**src/rtl/shadow_stack_ctrl.sv**
```systemverilog
// Shadow-stack controller: pushes return addresses on retired calls, pops and
// compares them on retired returns, and tracks depth plus sticky error flags.
// Depth is kept locally so overflow/underflow are rejected without touching
// the safe-region memory.
module shadow_stack_ctrl #(
   parameter int unsigned STACK_DEPTH       = 256,
   parameter bit          UNDERFLOW_IS_VIOL = 1'b1
) (
   input  logic        clk,
   input  logic        resetn,
   input  logic        guard_en,
   input  logic        ev_valid,
   output logic        ev_ready,
   input  logic        ev_is_ret,
   input  logic [31:0] ev_addr,
   output logic        ev_done,
   output logic        ev_ok,
   output logic        sr_enop,
   output logic [7:0]  sr_op,
   output logic [31:0] sr_wdata,
   input  logic [31:0] sr_rdata,
   output logic [31:0] depth,
   output logic        viol,
   output logic        ovf,
   output logic        unf,
   output logic [31:0] viol_expected,
   output logic [31:0] viol_actual,
   input  logic        err_clr
);

   typedef enum logic [1:0] {
      ST_IDLE,
      ST_PUSH,
      ST_POP,
      ST_CMP
   } state_e;

   localparam logic [31:0] DEPTH_MAX = 32'(STACK_DEPTH);
   localparam logic [7:0]  OP_NONE   = 8'd0;
   localparam logic [7:0]  OP_PUSH   = 8'd1;
   localparam logic [7:0]  OP_POP    = 8'd2;

   state_e      state_q, state_d;
   logic [31:0] addr_q, addr_d;
   logic        ev_done_q, ev_done_d;
   logic        ev_ok_q, ev_ok_d;
   logic        sr_enop_q, sr_enop_d;
   logic [7:0]  sr_op_q, sr_op_d;
   logic [31:0] sr_wdata_q, sr_wdata_d;
   logic [31:0] depth_q, depth_d;
   logic        viol_q, viol_d;
   logic        ovf_q, ovf_d;
   logic        unf_q, unf_d;
   logic [31:0] viol_exp_q, viol_exp_d;
   logic [31:0] viol_act_q, viol_act_d;
   logic        accept;

   // The controller only takes a new event while idle.
   assign ev_ready = (state_q == ST_IDLE);
   assign accept   = ev_valid && ev_ready;

   // Next-state, memory command and sticky-flag computation.
   always_comb begin
      // NOTE: every variable gets a default first so no path can infer a latch.
      state_d    = state_q;
      addr_d     = addr_q;
      ev_done_d  = 1'b0;
      ev_ok_d    = 1'b0;
      sr_enop_d  = 1'b0;
      sr_op_d    = OP_NONE;
      sr_wdata_d = sr_wdata_q;
      depth_d    = depth_q;
      viol_d     = viol_q;
      ovf_d      = ovf_q;
      unf_d      = unf_q;
      viol_exp_d = viol_exp_q;
      viol_act_d = viol_act_q;

      // Clear comes first so a coincident new error below overrides it.
      if (err_clr) begin
         viol_d     = 1'b0;
         ovf_d      = 1'b0;
         unf_d      = 1'b0;
         viol_exp_d = 32'd0;
         viol_act_d = 32'd0;
      end

      unique case (state_q)
         ST_IDLE: begin
            if (accept) begin
               addr_d = ev_addr;
               if (!guard_en) begin
                  ev_done_d = 1'b1;
                  ev_ok_d   = 1'b1;
               end else if (!ev_is_ret) begin
                  if (depth_q == DEPTH_MAX) begin
                     ovf_d     = 1'b1;
                     ev_done_d = 1'b1;
                     ev_ok_d   = 1'b0;
                  end else begin
                     state_d    = ST_PUSH;
                     sr_enop_d  = 1'b1;
                     sr_op_d    = OP_PUSH;
                     sr_wdata_d = ev_addr;
                     depth_d    = depth_q + 32'd1;
                  end
               end else begin
                  if (depth_q == 32'd0) begin
                     unf_d     = 1'b1;
                     ev_done_d = 1'b1;
                     ev_ok_d   = ~UNDERFLOW_IS_VIOL;
                  end else begin
                     state_d   = ST_POP;
                     sr_enop_d = 1'b1;
                     sr_op_d   = OP_POP;
                     depth_d   = depth_q - 32'd1;
                  end
               end
            end
         end
         ST_PUSH: begin
            state_d   = ST_IDLE;
            ev_done_d = 1'b1;
            ev_ok_d   = 1'b1;
         end
         ST_POP: begin
            // The safe region registers its pop data; it is valid in CMP.
            state_d = ST_CMP;
         end
         ST_CMP: begin
            state_d   = ST_IDLE;
            ev_done_d = 1'b1;
            ev_ok_d   = (sr_rdata == addr_q);
            if (sr_rdata != addr_q) begin
               viol_d = 1'b1;
               // Capture only the first mismatch, unless it is being cleared now.
               if (!viol_q || err_clr) begin
                  viol_exp_d = sr_rdata;
                  viol_act_d = addr_q;
               end
            end
         end
         default: state_d = ST_IDLE;
      endcase
   end

   // State and registered outputs; reset abandons any in-flight operation.
   always_ff @(posedge clk or negedge resetn) begin
      if (!resetn) begin
         state_q    <= ST_IDLE;
         addr_q     <= 32'd0;
         ev_done_q  <= 1'b0;
         ev_ok_q    <= 1'b0;
         sr_enop_q  <= 1'b0;
         sr_op_q    <= OP_NONE;
         sr_wdata_q <= 32'd0;
         depth_q    <= 32'd0;
         viol_q     <= 1'b0;
         ovf_q      <= 1'b0;
         unf_q      <= 1'b0;
         viol_exp_q <= 32'd0;
         viol_act_q <= 32'd0;
      end else begin
         // NOTE: sequential state uses non-blocking assignment so all flops update together.
         state_q    <= state_d;
         addr_q     <= addr_d;
         ev_done_q  <= ev_done_d;
         ev_ok_q    <= ev_ok_d;
         sr_enop_q  <= sr_enop_d;
         sr_op_q    <= sr_op_d;
         sr_wdata_q <= sr_wdata_d;
         depth_q    <= depth_d;
         viol_q     <= viol_d;
         ovf_q      <= ovf_d;
         unf_q      <= unf_d;
         viol_exp_q <= viol_exp_d;
         viol_act_q <= viol_act_d;
      end
   end

   assign ev_done       = ev_done_q;
   assign ev_ok         = ev_ok_q;
   assign sr_enop       = sr_enop_q;
   assign sr_op         = sr_op_q;
   assign sr_wdata      = sr_wdata_q;
   assign depth         = depth_q;
   assign viol          = viol_q;
   assign ovf           = ovf_q;
   assign unf           = unf_q;
   assign viol_expected = viol_exp_q;
   assign viol_actual   = viol_act_q;

endmodule

```
**config.mk**
```make
export PLATFORM = sky130hd
export DESIGN_NAME = shadow_stack_ctrl
export DESIGN_NICKNAME = d
export VERILOG_FILES = /design/src/rtl/shadow_stack_ctrl.sv
export SDC_FILE = /design/constraint.sdc
export NUM_CORES = 1
export LEC_CHECK = 0
export CORE_MARGIN = 4
export CORE_UTILIZATION = 45
export DETAILED_ROUTE_END_ITERATION = 10
export GPL_TIMING_DRIVEN = 0
export HOLD_SLACK_MARGIN = 0.03
export PLACE_DENSITY_LB_ADDON = 0.12
export SLEW_MARGIN = 20
export SYNTH_ARGS = -nofsm -noshare
export SYNTH_HDL_FRONTEND = slang
export SYNTH_SLANG_ARGS = --single-unit
```
**constraint.sdc**
```tcl
create_clock -name clk -period 2.32 [get_ports clk]
set_input_delay 0.696 -clock clk [delete_from_list [all_inputs] [get_ports clk]]
set_output_delay 0.696 -clock clk [all_outputs]
set_load 0.03 [all_outputs]
```
==> qor.csv, run 1 <==
stage,metric,value,unit
status,status,"complete, but fails checks",
status,failing checks,negative setup slack,
floorplanning,Rows,49,
timing,max_slew headroom,59.1,%
floorplanning,Die Wd,144,um
timing,final worst path period share,113,%
clock_tree,total CTS buffers,17,
timing,fmax,381,MHz
synthesis,top-count cell post-synth,dfrtp_1,
drt,Via density,5.46,
timing,Final WS setup,-306,ps
global_routing,initial antenna violation count,2,
timing,final count of negative-setup-slack endpoints,18,
global_routing,Tot GR Track Use,24.8,%
critical_path,Worst setup EP type,register,
global_routing,vias in the first global route,7040,
clock_tree,clk slew on worst S/H paths,70,ps
timing,Final TNS setup,-3140,ps
timing,Final Max Slew Viols,0,
power_and_ir_drop,total power,17.9,mW
placed_design,hpwl dp,17900,um
synthesis,distinct cell type count after synthesis,61,
global_routing,first-pass GRT wire length,39500,um
power_and_ir_drop,Cell Pwr Density,1430,nW/um2
synthesis,"top cells by count, synth","dfrtp_1 (170), nand2_1 (142), a22o_1 (65)",
synthesis,area share of the largest cell type after synthesis,51.4,%
floorplanning,area of the core,18000,um2
synthesis,synth top area cells,"dfrtp_1 (51%), a22o_1 (6.9%), nand2_1 (6.4%)",
clock_tree,clock sink count,170,
clock_tree,worst skew pair latency,430,ps
finish,Antenna Cells,0,
floorplanning,Die ar.,20600,um2
floorplanning,Initial Util,45.9,%
drt,First-pass DRT Iterations,5,
synthesis,"EDFF count, synth",0,
worst_hold_path,Hold Path Class,in -> async,
finish,Area Overhead vs Synth,50.9,%
drt,# DRC,0,
synthesis,Post-Synth Simple-Gate Area,11.9,%
timing,Worst Tran Pin Value,613,ps
power_and_ir_drop,Pleak,5.79,nW
placed_design,gpl congestion,0.853,
clock_tree,TritonCTS clock tree,built,
synthesis,Post-Synth XOR/XNOR Area,6.56,%
timing,Min Hold Slack,232,ps
critical_path,worst endpoint required time,2630,ps
timing,unrepaired setup endpoints after global routing,true,
critical_path,critical path class,in -> reg,
finish,share of post-route cells with drive strength above 1,24.5,%
synthesis,cell area after synthesis,8280,um2
global_routing,GRT Residual Overflow,0,
drt,drt wl/cell,19.8,um
floorplanning,IO Count,213,
placed_design,Port Buffers,205,
synthesis,async set-reset flop share out of synthesis,100,%
clock_tree,maximum buffer depth of the clock tree,2,
timing,min cycle time layout,2630,ps
synthesis,fraction of synthesized area in multiplexers,4.67,%
synthesis,Yosys top cell by area,dfrtp_1,
synthesis,Synth Register Bits,170,
synthesis,Post-Synth Adder-Cell Area,4.77,%
critical_path,worst-path fanout max,6,
drt,drt total wl,25700,um
drt,remaining antenna violation count after routing,0,
drt,1st-iter DRT viols,326,
drt,via count,7097,
clock_tree,Post-CTS Hold Buffers,0,
synthesis,Mapped Cells,775,
timing,Fin. Hold Viols,0,
global_routing,largest net degree at the start of global routing,96,
synthesis,ys flop type,dfrtp_1,
clock_tree,Max H-tree Level,4,
synthesis,Mean Syn Cell Area,10.7,um2
synthesis,"Warnings, synthesis",0,
synthesis,"Seq/Total Area, Yosys",51.4,%
timing,clock skew,13.7,ps
critical_path,WP data arrival,2940,ps
clock_tree,Root Buffer,clkbuf_16,
finish,Final nets,1160,
floorplanning,die height,144,um
critical_path,crit start category,input pin,
synthesis,complex-gate fraction of the synthesized area,17.4,%
synthesis,largest family of logic cells by synthesized area,compound AO/OA/AOI/OAI gates,
power_and_ir_drop,VDD IR max,0.000798,V
flow_run,max-cap viol count,0,
==> placed cells by master (no fill, tap or decap), types with 15 or more instances in the layout <==
cell type | Yosys | final
ha_4 | 0 | 15
a22o_1 | 65 | 65
buf_6 | 2 | 15
a21oi_1 | 27 | 19
clkbuf_2 | 1 | 15
a21o_1 | 21 | 21
dlygate4sd2_1 | 0 | 25
clkbuf_16 | 0 | 19
mux2_2 | 33 | 33
clkdlybuf4s50_1 | 0 | 159
xor2_1 | 44 | 36
buf_4 | 7 | 56
nand2_1 | 142 | 140
o21ai_1 | 32 | 27
dfrtp_1 | 170 | 168
==> state kept, by name, indices dropped and copies added (netlist names) <==
| name | cells |
|---|---|
| addr_q | 32 |
| depth | 32 |
| ev_done | 1 |
| ev_ok | 1 |
| ovf | 1 |
| sr_enop | 1 |
| sr_op | 2 |
| sr_wdata | 32 |
| state_q | 2 |
| unf | 1 |
| viol | 1 |
| viol_actual | 32 |
| viol_expected | 32 |
==> cells by family (layout without fill, tap and decap cells) <==
logic type	Yosys count	in the layout
AND/OR/NAND/NOR	219	219
AO/OA/AOI/OAI	200	200
flip-flops	170	170
XOR/XNOR	62	62
buffers and inverters	58	349
multiplexers	34	34
adder cells (fa/ha/maj)	31	31
other	1	6
==> power by group <==
part	switching (mW)	leakage, nW	total [mW]	internal (mW)
sequential	1.06	2.18	5.17	4.10
clock	1.26	0.297	2.98	1.72
combinational	5.17	3.32	9.74	4.57
==> worst max-delay path: stages <==
cell and delay [ps]:
buf_16 120, buf_12 140, ha_4 220, a211oi_2 200, o21ai_2 100, a211o_1 300, a41o_4 290, a21o_1 170
a21o_1 200, a221oi_2 240, xor2_1 170, o21ai_1 80
==> worst paths after layout <==
kind | start | to | slack [ps] | cells after the start
max | ev_is_ret | depth[19] | -310 | 12
min | resetn | sr_op[0] | 230 | 1
max reg2reg | depth[1] | depth[19] | -260 | 10
min reg2reg | sr_wdata[25] | sr_wdata[25] | 470 | 2
max in group asynchronous | resetn | sr_wdata[6] | 1220 | 2
min in group clk | sr_wdata[25] | sr_wdata[25] | 470 | 2
==> repair_timing <==
item,4_1_cts,5_1_grt
pin swaps,55,51
gates cloned,4,0
endpoints found under the setup margin,157,152
setup buffers,39,20
resized for setup,146,65
==> metal layers <==
metal  global-route usage, %  vias up  share of wire [%]
li1                        -     3334                  -
met1                    32.7     3484                 42
met2                    41.7      228                 50
met3                    4.73       47                6.3
met4                    7.53        4                1.9
met5                       0        -              0.093
==> cell type report <==
class | count | area [um2]
Tap cell | 229 | 287
Fill cell | 1378 | 5530
Sequential cell | 170 | 4260
Inverter | 11 | 41.3
Clock buffer | 17 | 425
Timing Repair Buffer | 266 | 2610
Buffer | 41 | 350
Multi-Input combinational cell | 552 | 4350
Clock inverter | 14 | 184
==> through the flow <==
step | util, % | cell area, um2 | instances | worst slack, ps
5_1_grt | 69.3 | 12500 | 1300 | -387
6_report | 69.3 | 12500 | 1300 | -306
3_3_place_gp | 60.1 | 10800 | 1214 | -6560
2_1_floorplan | - | 8490 | 780 | -287
3_5_place_dp | 60.4 | 10900 | 1216 | -1220
4_1_cts | 68.2 | 12300 | 1286 | -265
Power figures use the tool's default switching activity.
==> run 2: changes to the inputs <==
--- a/config.mk
+++ b/config.mk
@@ -10,7 +10,7 @@
 export DETAILED_ROUTE_END_ITERATION = 10
 export GPL_TIMING_DRIVEN = 0
 export HOLD_SLACK_MARGIN = 0.03
-export PLACE_DENSITY_LB_ADDON = 0.12
+export PLACE_DENSITY = 0.77
 export SLEW_MARGIN = 20
 export SYNTH_ARGS = -nofsm -noshare
 export SYNTH_HDL_FRONTEND = slang
==> run 2 against run 1 <==
  * The flow still finishes with violations (negative setup slack)
  * Final cell count shrank 1.2%
  * Combinational power decreased by 3.4%
  * Critical path depth stayed put
  * Power down 2.8%
  * Setup slack lost 2.3 ps
  * Clock skew down 2.9 ps
  * Hold slack better by 64 ps
  * Critical endpoint unchanged
  * Largest power group unchanged
==> qor.csv, run 2 (same netlist as run 1, synthesis figures left out) <==
stage,metric,value,unit,change
status,status,"complete, but fails checks",,unchanged
status,failing checks,negative setup slack,,unchanged
critical_path,WP data arrival,2940,ps,about the same
placed_design,Port Buffers,205,,unchanged
timing,fmax,380,MHz,was 381 MHz
timing,Fin. Hold Viols,0,,unchanged
finish,Final Cell Area,12400,um2,"was 12,500 um2"
floorplanning,Die Wd,144,um,unchanged
timing,Final TNS setup,-6800,ps,was -3140 ps
clock_tree,total CTS buffers,17,,unchanged
power_and_ir_drop,Pleak,5.80,nW,was 5.79 nW
power_and_ir_drop,VDD IR max,0.000844,V,was 0.000798 V
timing,Final WS setup,-309,ps,was -306 ps
floorplanning,die height,144,um,unchanged
critical_path,Worst setup EP type,register,,unchanged
power_and_ir_drop,Cell Pwr Density,1400,nW/um2,was 1430 nW/um2
timing,max_slew headroom,54.6,%,was 59.1%
floorplanning,Rows,49,,unchanged
floorplanning,Initial Util,45.9,%,unchanged
global_routing,GRT Residual Overflow,0,,unchanged
timing,unrepaired setup endpoints after global routing,true,,unchanged
drt,1st-iter DRT viols,427,,was 326
placed_design,gpl congestion,0.864,,was 0.853
clock_tree,worst skew pair latency,430,ps,about the same
drt,# DRC,0,,unchanged
finish,"commonest non-fill, non-tap cells in the layout","dfrtp_1 (167), clkdlybuf4s50_1 (148), nand2_1 (140)",,"was dfrtp_1 (168), clkdlybuf4s50_1 (159), nand2_1 (140)"
clock_tree,Post-CTS Hold Buffers,0,,unchanged
floorplanning,IO Count,213,,unchanged
finish,Area Overhead vs Synth,49.5,%,was 50.9%
floorplanning,area of the core,18000,um2,unchanged
timing,final count of negative-setup-slack endpoints,86,,was 18
finish,"most common cell after layout, fill and taps aside",dfrtp_1,,unchanged
timing,Final Max Slew Viols,0,,unchanged
timing,Worst Tran Pin Value,681,ps,was 613 ps
timing,clock skew,10.8,ps,was 13.7 ps
flow_run,max-cap viol count,0,,unchanged
critical_path,worst-path fanout max,6,,unchanged
clock_tree,maximum buffer depth of the clock tree,2,,unchanged
drt,drt total wl,25900,um,"was 25,700 um"
critical_path,critical path class,in -> reg,,unchanged
finish,final core utilization,68.7,%,was 69.3%
global_routing,initial antenna violation count,1,,was 2
timing,min cycle time layout,2630,ps,about the same
global_routing,first-pass GRT wire length,39200,um,"was 39,500 um"
clock_tree,Root Buffer,clkbuf_16,,unchanged
drt,remaining antenna violation count after routing,0,,unchanged
worst_hold_path,Hold Path Class,in -> async,,unchanged
critical_path,worst endpoint required time,2630,ps,about the same
critical_path,crit start category,input pin,,unchanged
drt,drt wl/cell,20.2,um,was 19.8 um
finish,share of post-route cells with drive strength above 1,22.3,%,was 24.5%
placed_design,dpl cell area,10900,um2,unchanged
placed_design,hpwl dp,18200,um,"was 17,900 um"
finish,Final nets,1144,,"was 1,160"
drt,via count,7098,,"was 7,097"
placed_design,pre-CTS setup slack,-1310,ps,was -1220 ps
drt,First-pass DRT Iterations,5,,unchanged
clock_tree,clock sink count,170,,unchanged
drt,Via density,5.53,,was 5.46
global_routing,vias in the first global route,7129,,"was 7,040"
global_routing,Tot GR Track Use,24.5,%,was 24.8%
finish,Antenna Cells,0,,unchanged
floorplanning,Die ar.,20600,um2,unchanged
power_and_ir_drop,total power,17.4,mW,was 17.9 mW
clock_tree,clk slew on worst S/H paths,70,ps,about the same
clock_tree,Max H-tree Level,4,,unchanged
timing,final worst path period share,113,%,about the same
global_routing,largest net degree at the start of global routing,92,,was 96
clock_tree,TritonCTS clock tree,built,,unchanged
==> run 2: cell types whose count changed in the layout (fill, tap and decap cells not counted), moves of 7 or more <==
cell	before	now
buf_4	56	36
dlygate4sd2_1	25	39
clkdlybuf4s50_1	159	148
clkbuf_2	15	8
dlymetal6s2s_1	6	13
==> run 2: final timing paths <==
check | start | to | slack, ps | cells after the start
max | ev_is_ret | depth[19] | -310 | 12
min | resetn | viol_expected[9] | 300 | 1
max reg2reg | depth[1] | depth[19] | -270 | 10
min reg2reg | sr_wdata[29] | sr_wdata[29] | 480 | 2
max in group asynchronous | resetn | depth[2] | 1160 | 2
min in group clk | sr_wdata[29] | sr_wdata[29] | 480 | 2
==> run 2: report_power, final <==
group	leakage, nW	switching, mW	total, mW	internal [mW]
registers	2.18	1.12	5.23	4.10
logic	3.36	5.10	9.41	4.31
clock network	0.266	1.24	2.74	1.49
total	5.80	7.46	17.4	9.91
==> run 2: routing by layer <==
| metal | vias to the layer above | track usage, % | share of wire (%) |
|---|---|---|---|
| li1 | 3295 | - | - |
| met1 | 3492 | 31.8 | 41 |
| met2 | 259 | 41.3 | 50 |
| met3 | 50 | 5.32 | 6.1 |
| met4 | 2 | 7.63 | 2.5 |
| met5 | - | 0 | 0.050 |
==> run 2: cell type report <==
cell class | count | area (um2)
Tap cell | 229 | 287
Clock inverter | 14 | 139
Timing Repair Buffer | 249 | 2580
Clock buffer | 17 | 425
Buffer | 42 | 338
Multi-Input combinational cell | 552 | 4310
Fill cell | 1349 | 5650
Inverter | 11 | 43.8
Sequential cell | 170 | 4260
==> run 2: worst max-delay path: stages <==
cell and delay, ps:
buf_16 120, buf_12 140, buf_4 140, ha_4 230
o21a_1 210, o21a_2 240, a41o_4 310, a21o_1 160
a21o_1 180, a221oi_2 240, xor2_1 190, o21ai_1 70
==> run 2: metrics by stage <==
stage | hold WS [ps] | std cells
global route | 331 | 1284
detailed placement | 462 | 1216
CTS | 305 | 1271
floorplan | 400 | 780
global placement | 458 | 1214
finish | 297 | 1284
==> run 2: repair_timing <==
action / CTS / global route
setup buffers: 26 / 11
resized for setup: 135 / 82
cloned: 2 / 4
pin swaps: 54 / 62
setup endpoints to repair: 160 / 155
hold endpoints to repair: 0 / 0
